--- src/rtl/spwm_pkg.sv ---
// Shared defaults, FSM encoding and period type for the SPWM carrier timebase.
// Latency: n/a (declarations only).
// Backpressure: n/a.
package spwm_pkg;

    localparam int              CNT_W      = 16;
    localparam logic [CNT_W-1:0] DEF_PERIOD = 16'd4096;
    localparam logic [CNT_W-1:0] MIN_PERIOD = 16'd4;

    // FSM encoding kept as plain constants so legacy tools see fixed codes
    localparam logic [1:0] ST_IDLE  = 2'd0;
    localparam logic [1:0] ST_RUN   = 2'd1;
    localparam logic [1:0] ST_DRAIN = 2'd2;

    typedef logic [CNT_W-1:0] period_t;

endpackage

--- src/rtl/sync_2ff.sv ---
// Two-flop synchroniser for the external carrier sync input.
// Latency: 2 clk_in cycles from d_in to q_out.
// Backpressure: none. Only compiled when CARRIER_SYNC_EN is defined.
`ifdef CARRIER_SYNC_EN
module sync_2ff (
    input  logic clk_in,
    input  logic rst_n,
    input  logic d_in,
    output logic q_out
);

    logic meta_q;
    logic sync_q;

    // plain two-stage shift; first stage may go metastable
    always_ff @(posedge clk_in or negedge rst_n) begin
        if (!rst_n) begin
            meta_q <= 1'b0;
            sync_q <= 1'b0;
        end else begin
            meta_q <= d_in;
            sync_q <= meta_q;
        end
    end

    assign q_out = sync_q;

endmodule
`endif

--- src/rtl/carrier_timebase_ctrl.sv ---
// Sawtooth carrier counter with 50% clk_out, wrap/half ticks and glitch-free period update.
// Latency: all outputs registered; a config transfer lands in the shadow one cycle later.
// Backpressure: cfg_ready low while a shadow period waits for the next wrap. Macro: CARRIER_SYNC_EN.
module carrier_timebase_ctrl #(
    parameter int               CNT_W      = spwm_pkg::CNT_W,
    parameter logic [CNT_W-1:0] DEF_PERIOD = spwm_pkg::DEF_PERIOD,
    parameter logic [CNT_W-1:0] MIN_PERIOD = spwm_pkg::MIN_PERIOD
) (
    input  logic             clk_in,
    input  logic             rst_n,
`ifdef CARRIER_SYNC_EN
    input  logic             sync_in,
`endif
    input  logic             enable,
    input  logic [CNT_W-1:0] cfg_period,
    input  logic             cfg_valid,
    output logic             cfg_ready,
    output logic             cfg_err,
    output logic [CNT_W-1:0] carrier,
    output logic             clk_out,
    output logic             tick_wrap,
    output logic             tick_half,
    output logic             running
);

    import spwm_pkg::*;

    localparam logic [CNT_W-1:0] ONE = {{(CNT_W-1){1'b0}}, 1'b1};

    logic [1:0]       state_q,   state_d;
    logic [CNT_W-1:0] carrier_q, carrier_d;
    logic [CNT_W-1:0] active_q,  active_d;
    logic [CNT_W-1:0] shadow_q,  shadow_d;
    logic             cfg_ready_q, cfg_ready_d;
    logic             cfg_err_q,   cfg_err_d;
    logic             clk_out_q,   clk_out_d;
    logic             tick_wrap_q, tick_wrap_d;
    logic             tick_half_q, tick_half_d;
    logic             running_q,   running_d;

    logic             wrap;
    logic             force_wrap;
    logic             xfer;
    logic             apply;
    logic             sync_rise;
    logic [CNT_W-1:0] half_d;

`ifdef CARRIER_SYNC_EN
    logic sync_s;
    logic sync_prev_q;

    sync_2ff u_sync (
        .clk_in (clk_in),
        .rst_n  (rst_n),
        .d_in   (sync_in),
        .q_out  (sync_s)
    );

    // remember last synchronised level for rising-edge detection
    always_ff @(posedge clk_in or negedge rst_n) begin
        if (!rst_n) begin
            sync_prev_q <= 1'b0;
        end else begin
            sync_prev_q <= sync_s;
        end
    end

    assign sync_rise = sync_s & ~sync_prev_q;
`else
    assign sync_rise = 1'b0;
`endif

    // next-state: FSM, counter, shadow handshake and registered output values
    always_comb begin
        state_d     = state_q;
        carrier_d   = carrier_q;
        active_d    = active_q;
        shadow_d    = shadow_q;
        cfg_ready_d = cfg_ready_q;
        apply       = 1'b0;

        // equality only: the counter can never pass active_period-1
        wrap       = (carrier_q == (active_q - ONE));
        // a sync edge in IDLE is meaningless, there is no period to restart
        force_wrap = sync_rise && (state_q != ST_IDLE);
        xfer       = cfg_valid && cfg_ready_q;

        case (state_q)
            ST_IDLE: begin
                carrier_d = '0;
                apply     = !cfg_ready_q;
                if (enable) begin
                    state_d = ST_RUN;
                end
            end
            ST_RUN: begin
                if (wrap || force_wrap) begin
                    carrier_d = '0;
                    apply     = !cfg_ready_q;
                end else begin
                    carrier_d = carrier_q + ONE;
                end
                if (!enable) begin
                    state_d = ST_DRAIN;
                end
            end
            ST_DRAIN: begin
                if (wrap || force_wrap) begin
                    carrier_d = '0;
                    apply     = !cfg_ready_q;
                end else begin
                    carrier_d = carrier_q + ONE;
                end
                // stopping only at a period boundary means no runt period
                if (enable) begin
                    state_d = ST_RUN;
                end else if (wrap || force_wrap) begin
                    state_d = ST_IDLE;
                end
            end
            default: begin
                state_d   = ST_IDLE;
                carrier_d = '0;
            end
        endcase

        // shadow is only ever full when cfg_ready is low, so apply and xfer never collide
        if (apply) begin
            active_d    = shadow_q;
            cfg_ready_d = 1'b1;
        end
        if (xfer) begin
            shadow_d    = (cfg_period < MIN_PERIOD) ? MIN_PERIOD : cfg_period;
            cfg_ready_d = 1'b0;
        end
        cfg_err_d = xfer && (cfg_period < MIN_PERIOD);

        // outputs are derived from the next count so they line up with carrier
        running_d   = (state_d != ST_IDLE);
        half_d      = active_d >> 1;
        clk_out_d   = running_d && (carrier_d < half_d);
        tick_wrap_d = running_d && (carrier_d == (active_d - ONE));
        tick_half_d = running_d && (carrier_d == (half_d - ONE));
    end

    // state and output registers; reset discards any pending shadow
    always_ff @(posedge clk_in or negedge rst_n) begin
        if (!rst_n) begin
            state_q     <= ST_IDLE;
            carrier_q   <= '0;
            active_q    <= DEF_PERIOD;
            shadow_q    <= DEF_PERIOD;
            cfg_ready_q <= 1'b1;
            cfg_err_q   <= 1'b0;
            clk_out_q   <= 1'b0;
            tick_wrap_q <= 1'b0;
            tick_half_q <= 1'b0;
            running_q   <= 1'b0;
        end else begin
            state_q     <= state_d;
            carrier_q   <= carrier_d;
            active_q    <= active_d;
            shadow_q    <= shadow_d;
            cfg_ready_q <= cfg_ready_d;
            cfg_err_q   <= cfg_err_d;
            clk_out_q   <= clk_out_d;
            tick_wrap_q <= tick_wrap_d;
            tick_half_q <= tick_half_d;
            running_q   <= running_d;
        end
    end

    assign carrier   = carrier_q;
    assign cfg_ready = cfg_ready_q;
    assign cfg_err   = cfg_err_q;
    assign clk_out   = clk_out_q;
    assign tick_wrap = tick_wrap_q;
    assign tick_half = tick_half_q;
    assign running   = running_q;

endmodule
--- config.mk ---
export PLATFORM = sky130hd
export DESIGN_NAME = carrier_timebase_ctrl
export DESIGN_NICKNAME = d
export VERILOG_FILES = /design/src/rtl/spwm_pkg.sv /design/src/rtl/sync_2ff.sv /design/src/rtl/carrier_timebase_ctrl.sv
export SDC_FILE = /design/constraint.sdc
export NUM_CORES = 1
export LEC_CHECK = 0
export ABC_CLOCK_PERIOD_IN_PS = 9800
export BUFFER_PORTS_ARGS = -buffer_cell sky130_fd_sc_hd__buf_2
export CORE_MARGIN = 2
export CORE_UTILIZATION = 60
export DETAILED_ROUTE_END_ITERATION = 7
export GPL_TIMING_DRIVEN = 0
export PLACE_DENSITY_LB_ADDON = 0.2
export REMOVE_ABC_BUFFERS = 1
export SETUP_SLACK_MARGIN = 0.1
export SLEW_MARGIN = 20
export SYNTH_ARGS = -nofsm -noshare
export SYNTH_HDL_FRONTEND = slang
export SYNTH_SLANG_ARGS = --single-unit
--- constraint.sdc ---
create_clock -name clk_in -period 9.8 [get_ports clk_in]
set_input_delay 1.96 -clock clk_in [delete_from_list [all_inputs] [get_ports clk_in]]
set_output_delay 1.96 -clock clk_in [all_outputs]
set_load 0.01 [all_outputs]
==> flow_summary.toml <==
[final_layout]
fin_nets = 570
design_area_um2 = 4890
drive_above_1_share_pct = 15.3
final_cell_mix = "dfrtp_1 (53), xnor2_1 (48), buf_2 (40)"
layout_commonest_cell = "dfrtp_1"
antenna_cells = 0
syn_to_final_growth_pct = 7.18

[logic_synthesis]
synth.distinct_cells = 61
postSynthAreaPerCell_um2 = 9.24
syn_inst = 494
ys_ff_latch = 56
synth-edff-count = 0
seq_area_frac_synth_pct = 30.8
async_flop_share_pct = 100
netlist_area_um2 = 4570
yosysWarnings = 0
synth_ff_type = "dfrtp_1"

[power]
seqPwrFrac_pct = 29.0
clkPwrFrac_pct = 7.8
peakVddDrop_mv = 0.145
leakagePower_nw = 2.19
power.internal_mw = 0.820
p_sw_mw = 0.786
p_comb_share_pct = 63.1
swShare_pct = 48.9
p_per_area_nw_per_um2 = 328

[sta]
holdWs_ps = 528
tns_ps = 0
worstMarginPinSlew_ps = 1080
finalHoldViolCount = 0
skew_ps = 8.52
post-route-period-util_pct = 55.7
maxSlewViolCount = 0
max_freq_ghz = 0.183
period_minus_slack_ps = 5450
fin_ws_ps = 4350
slew_headroom_pct = 27.5
rsz0062_at_grt = "false"
setup_viol_count_final = 0

[floorplanning]
ios = 42
design.core.area_um2 = 7330
die_h_um = 91.2
initial_core_util_pct = 62.3
rows = 31
die_area_um2 = 8330
die_x_um = 91.2

[place]
gp_congestion = 0.931
portBuffers = 41
dp_hpwl_mm = 8.96
dp_slack_ps = 4490
placed_area_um2 = 4810

[status]
outcome = "finished clean"

[clock_tree]
postCtsHoldBufs = 0
root_buffer = "clkbuf_8"
clk_pin_slew_ps = 100
cts_max_level = 2
cts_tree = "yes"
insertion_delay_ps = 310
clk_path_buf_depth = 2
cts_resized = 0
cts-buffers-inserted = 5
post_cts_buffers = 0
cts.sinks = 56

[job]
maxCapViolCount = 0

[global_route]
grt_max_degree = 57
use_met1_pct = 41.1
grt.busiest_layer = "met2"
grt_pass1_vias = 3769
antenna_found_initial = 0
grtUsageMet2_pct = 46.4
gr-total-overflow = 0
grtUsageMet3_pct = 3.90
grt_pass1_wl_mm = 18.9
grt_use_total_pct = 28.7

[worst_hold_path]
hp-class = "flop to flop"
worstHoldStart = "shadow_q[15]"

[critical_path]
startpoint_type = "flop"
startpoint = "active_q[0]"
path_max_fanout = 27
path_class = "flop to flop"
arrival_ps = 5660
critPathCaptureType = "flop"
required_ps = 10000
r2r-start = "active_q[0]"

[detailed_routing]
wl_per_cell_um = 18.5
dr_total_vias = 3979
detail_route.iter0.violations = 314
remaining_drc_errors = 0
drt-total-wl_mm = 11.6
avgViaCountPerCell = 6.35
firstDrtPassIters = 5
drtAntennaViolNets = 0
[area by class of cell]
| type | count | area (um^2) |
|---|---|---|
| fillers | 624 | 2440 |
| clock buffers | 7 | 76.3 |
| flip-flops and latches | 56 | 1410 |
| inverters | 30 | 113 |
| clock inverters | 1 | 5.00 |
| multi-input cells | 391 | 2950 |
| repair buffers | 43 | 223 |
| well taps | 99 | 124 |
[cells in the mapped netlist (4+ instances only)]
master	n	area [um^2]
nand3_1	16	80.1
nand2_1	26	97.6
dfrtp_1	53	1330
o21ai_0	16	80.1
nor4_1	17	106
xnor3_1	6	135
nor2_1	38	143
and3_1	10	62.6
or3_1	10	62.6
inv_1	30	113
xnor2_1	48	420
mux2_2	14	158
nor2b_1	7	43.8
o21a_1	7	52.6
xor2_1	26	228
a21oi_1	17	85.1
or2_2	4	25.0
a211o_1	4	35.0
nand2b_1	6	37.5
clkbuf_1	6	22.5
nand4_1	8	50.1
ha_1	23	288
a21o_1	4	30.0
o31ai_1	4	30.0
buf_4	6	45.0
nor3_1	16	80.1
mux2i_1	16	160
[flip-flops by register name (all words and copies together), names as in the netlist]
register,cells
shadow_q,16
cfg_err,1
tick_half,1
state_q,2
active_q,16
tick_wrap,1
carrier,16
cfg_ready,1
clk_out,1
running,1
[power groups by stage]
stage                     Sequential [mW]  Clock, mW  Combinational (mW)
after floorplan                     0.420          0               0.778
after global placement              0.462          0               0.961
after detailed placement            0.465          0               0.993
after CTS                           0.460      0.129               0.999
after global routing                0.479      0.135                1.11
final                               0.466      0.126                1.01
[path summary, 6_finish.rpt]
check / to / slack [ps] / cells after the start
min in group asynchronous: carrier[14] / 1690 / 1
worst min register to register: shadow_q[15] / 530 / 1
worst max-delay path: tick_wrap / 4350 / 17
max in group asynchronous: shadow_q[8] / 7650 / 1
worst max register to register: tick_wrap / 4350 / 17
worst min-delay path: shadow_q[15] / 530 / 1
[routing by layer]
layer | vias to the layer above | share of wire, %
li1 | 1835 | -
met4 | 0 | 2.0
met1 | 1924 | 44
met2 | 196 | 46
met5 | - | 0
met3 | 24 | 8.1
[kinds of logic (layout without fill, tap and decap cells)]
kind of cell	count (synthesis)	after routing	share of synthesized area, %
and+or+nand+nor	177	177	21.5
AOI/OAI and AO/OA	80	80	12.1
xor gates and xnor gates	80	80	17.2
DFF	56	56	30.8
buffers and inverters	47	81	4.90
muxes	31	31	7.26
adders and majority gates	23	23	6.30
[worst max-delay path: stages, from the launching register on]
cell	delay (ps)
dfrtp_1	450
inv_1	110
ha_1	310
and3_1	190
or3b_1	370
a211o_1	380
or4_4	600
nand2_8	240
mux2i_1	410
ha_1	340
inv_1	140
or4_1	530
a21oi_1	140
a41o_1	210
nand2_1	90
xnor2_1	290
nand3_1	190
nor4b_2	360
[stage by stage]
step | std cells | power, mW | util, %
finish | 627 | 1.61 | 66.8
global route | 627 | 1.72 | 66.8
CTS | 627 | 1.59 | 66.8
detailed placement | 619 | 1.46 | 65.7
global placement | 617 | 1.42 | 65.3
floorplan | 477 | 1.20 | -
No activity file was read; power rests on OpenSTA's default activity.
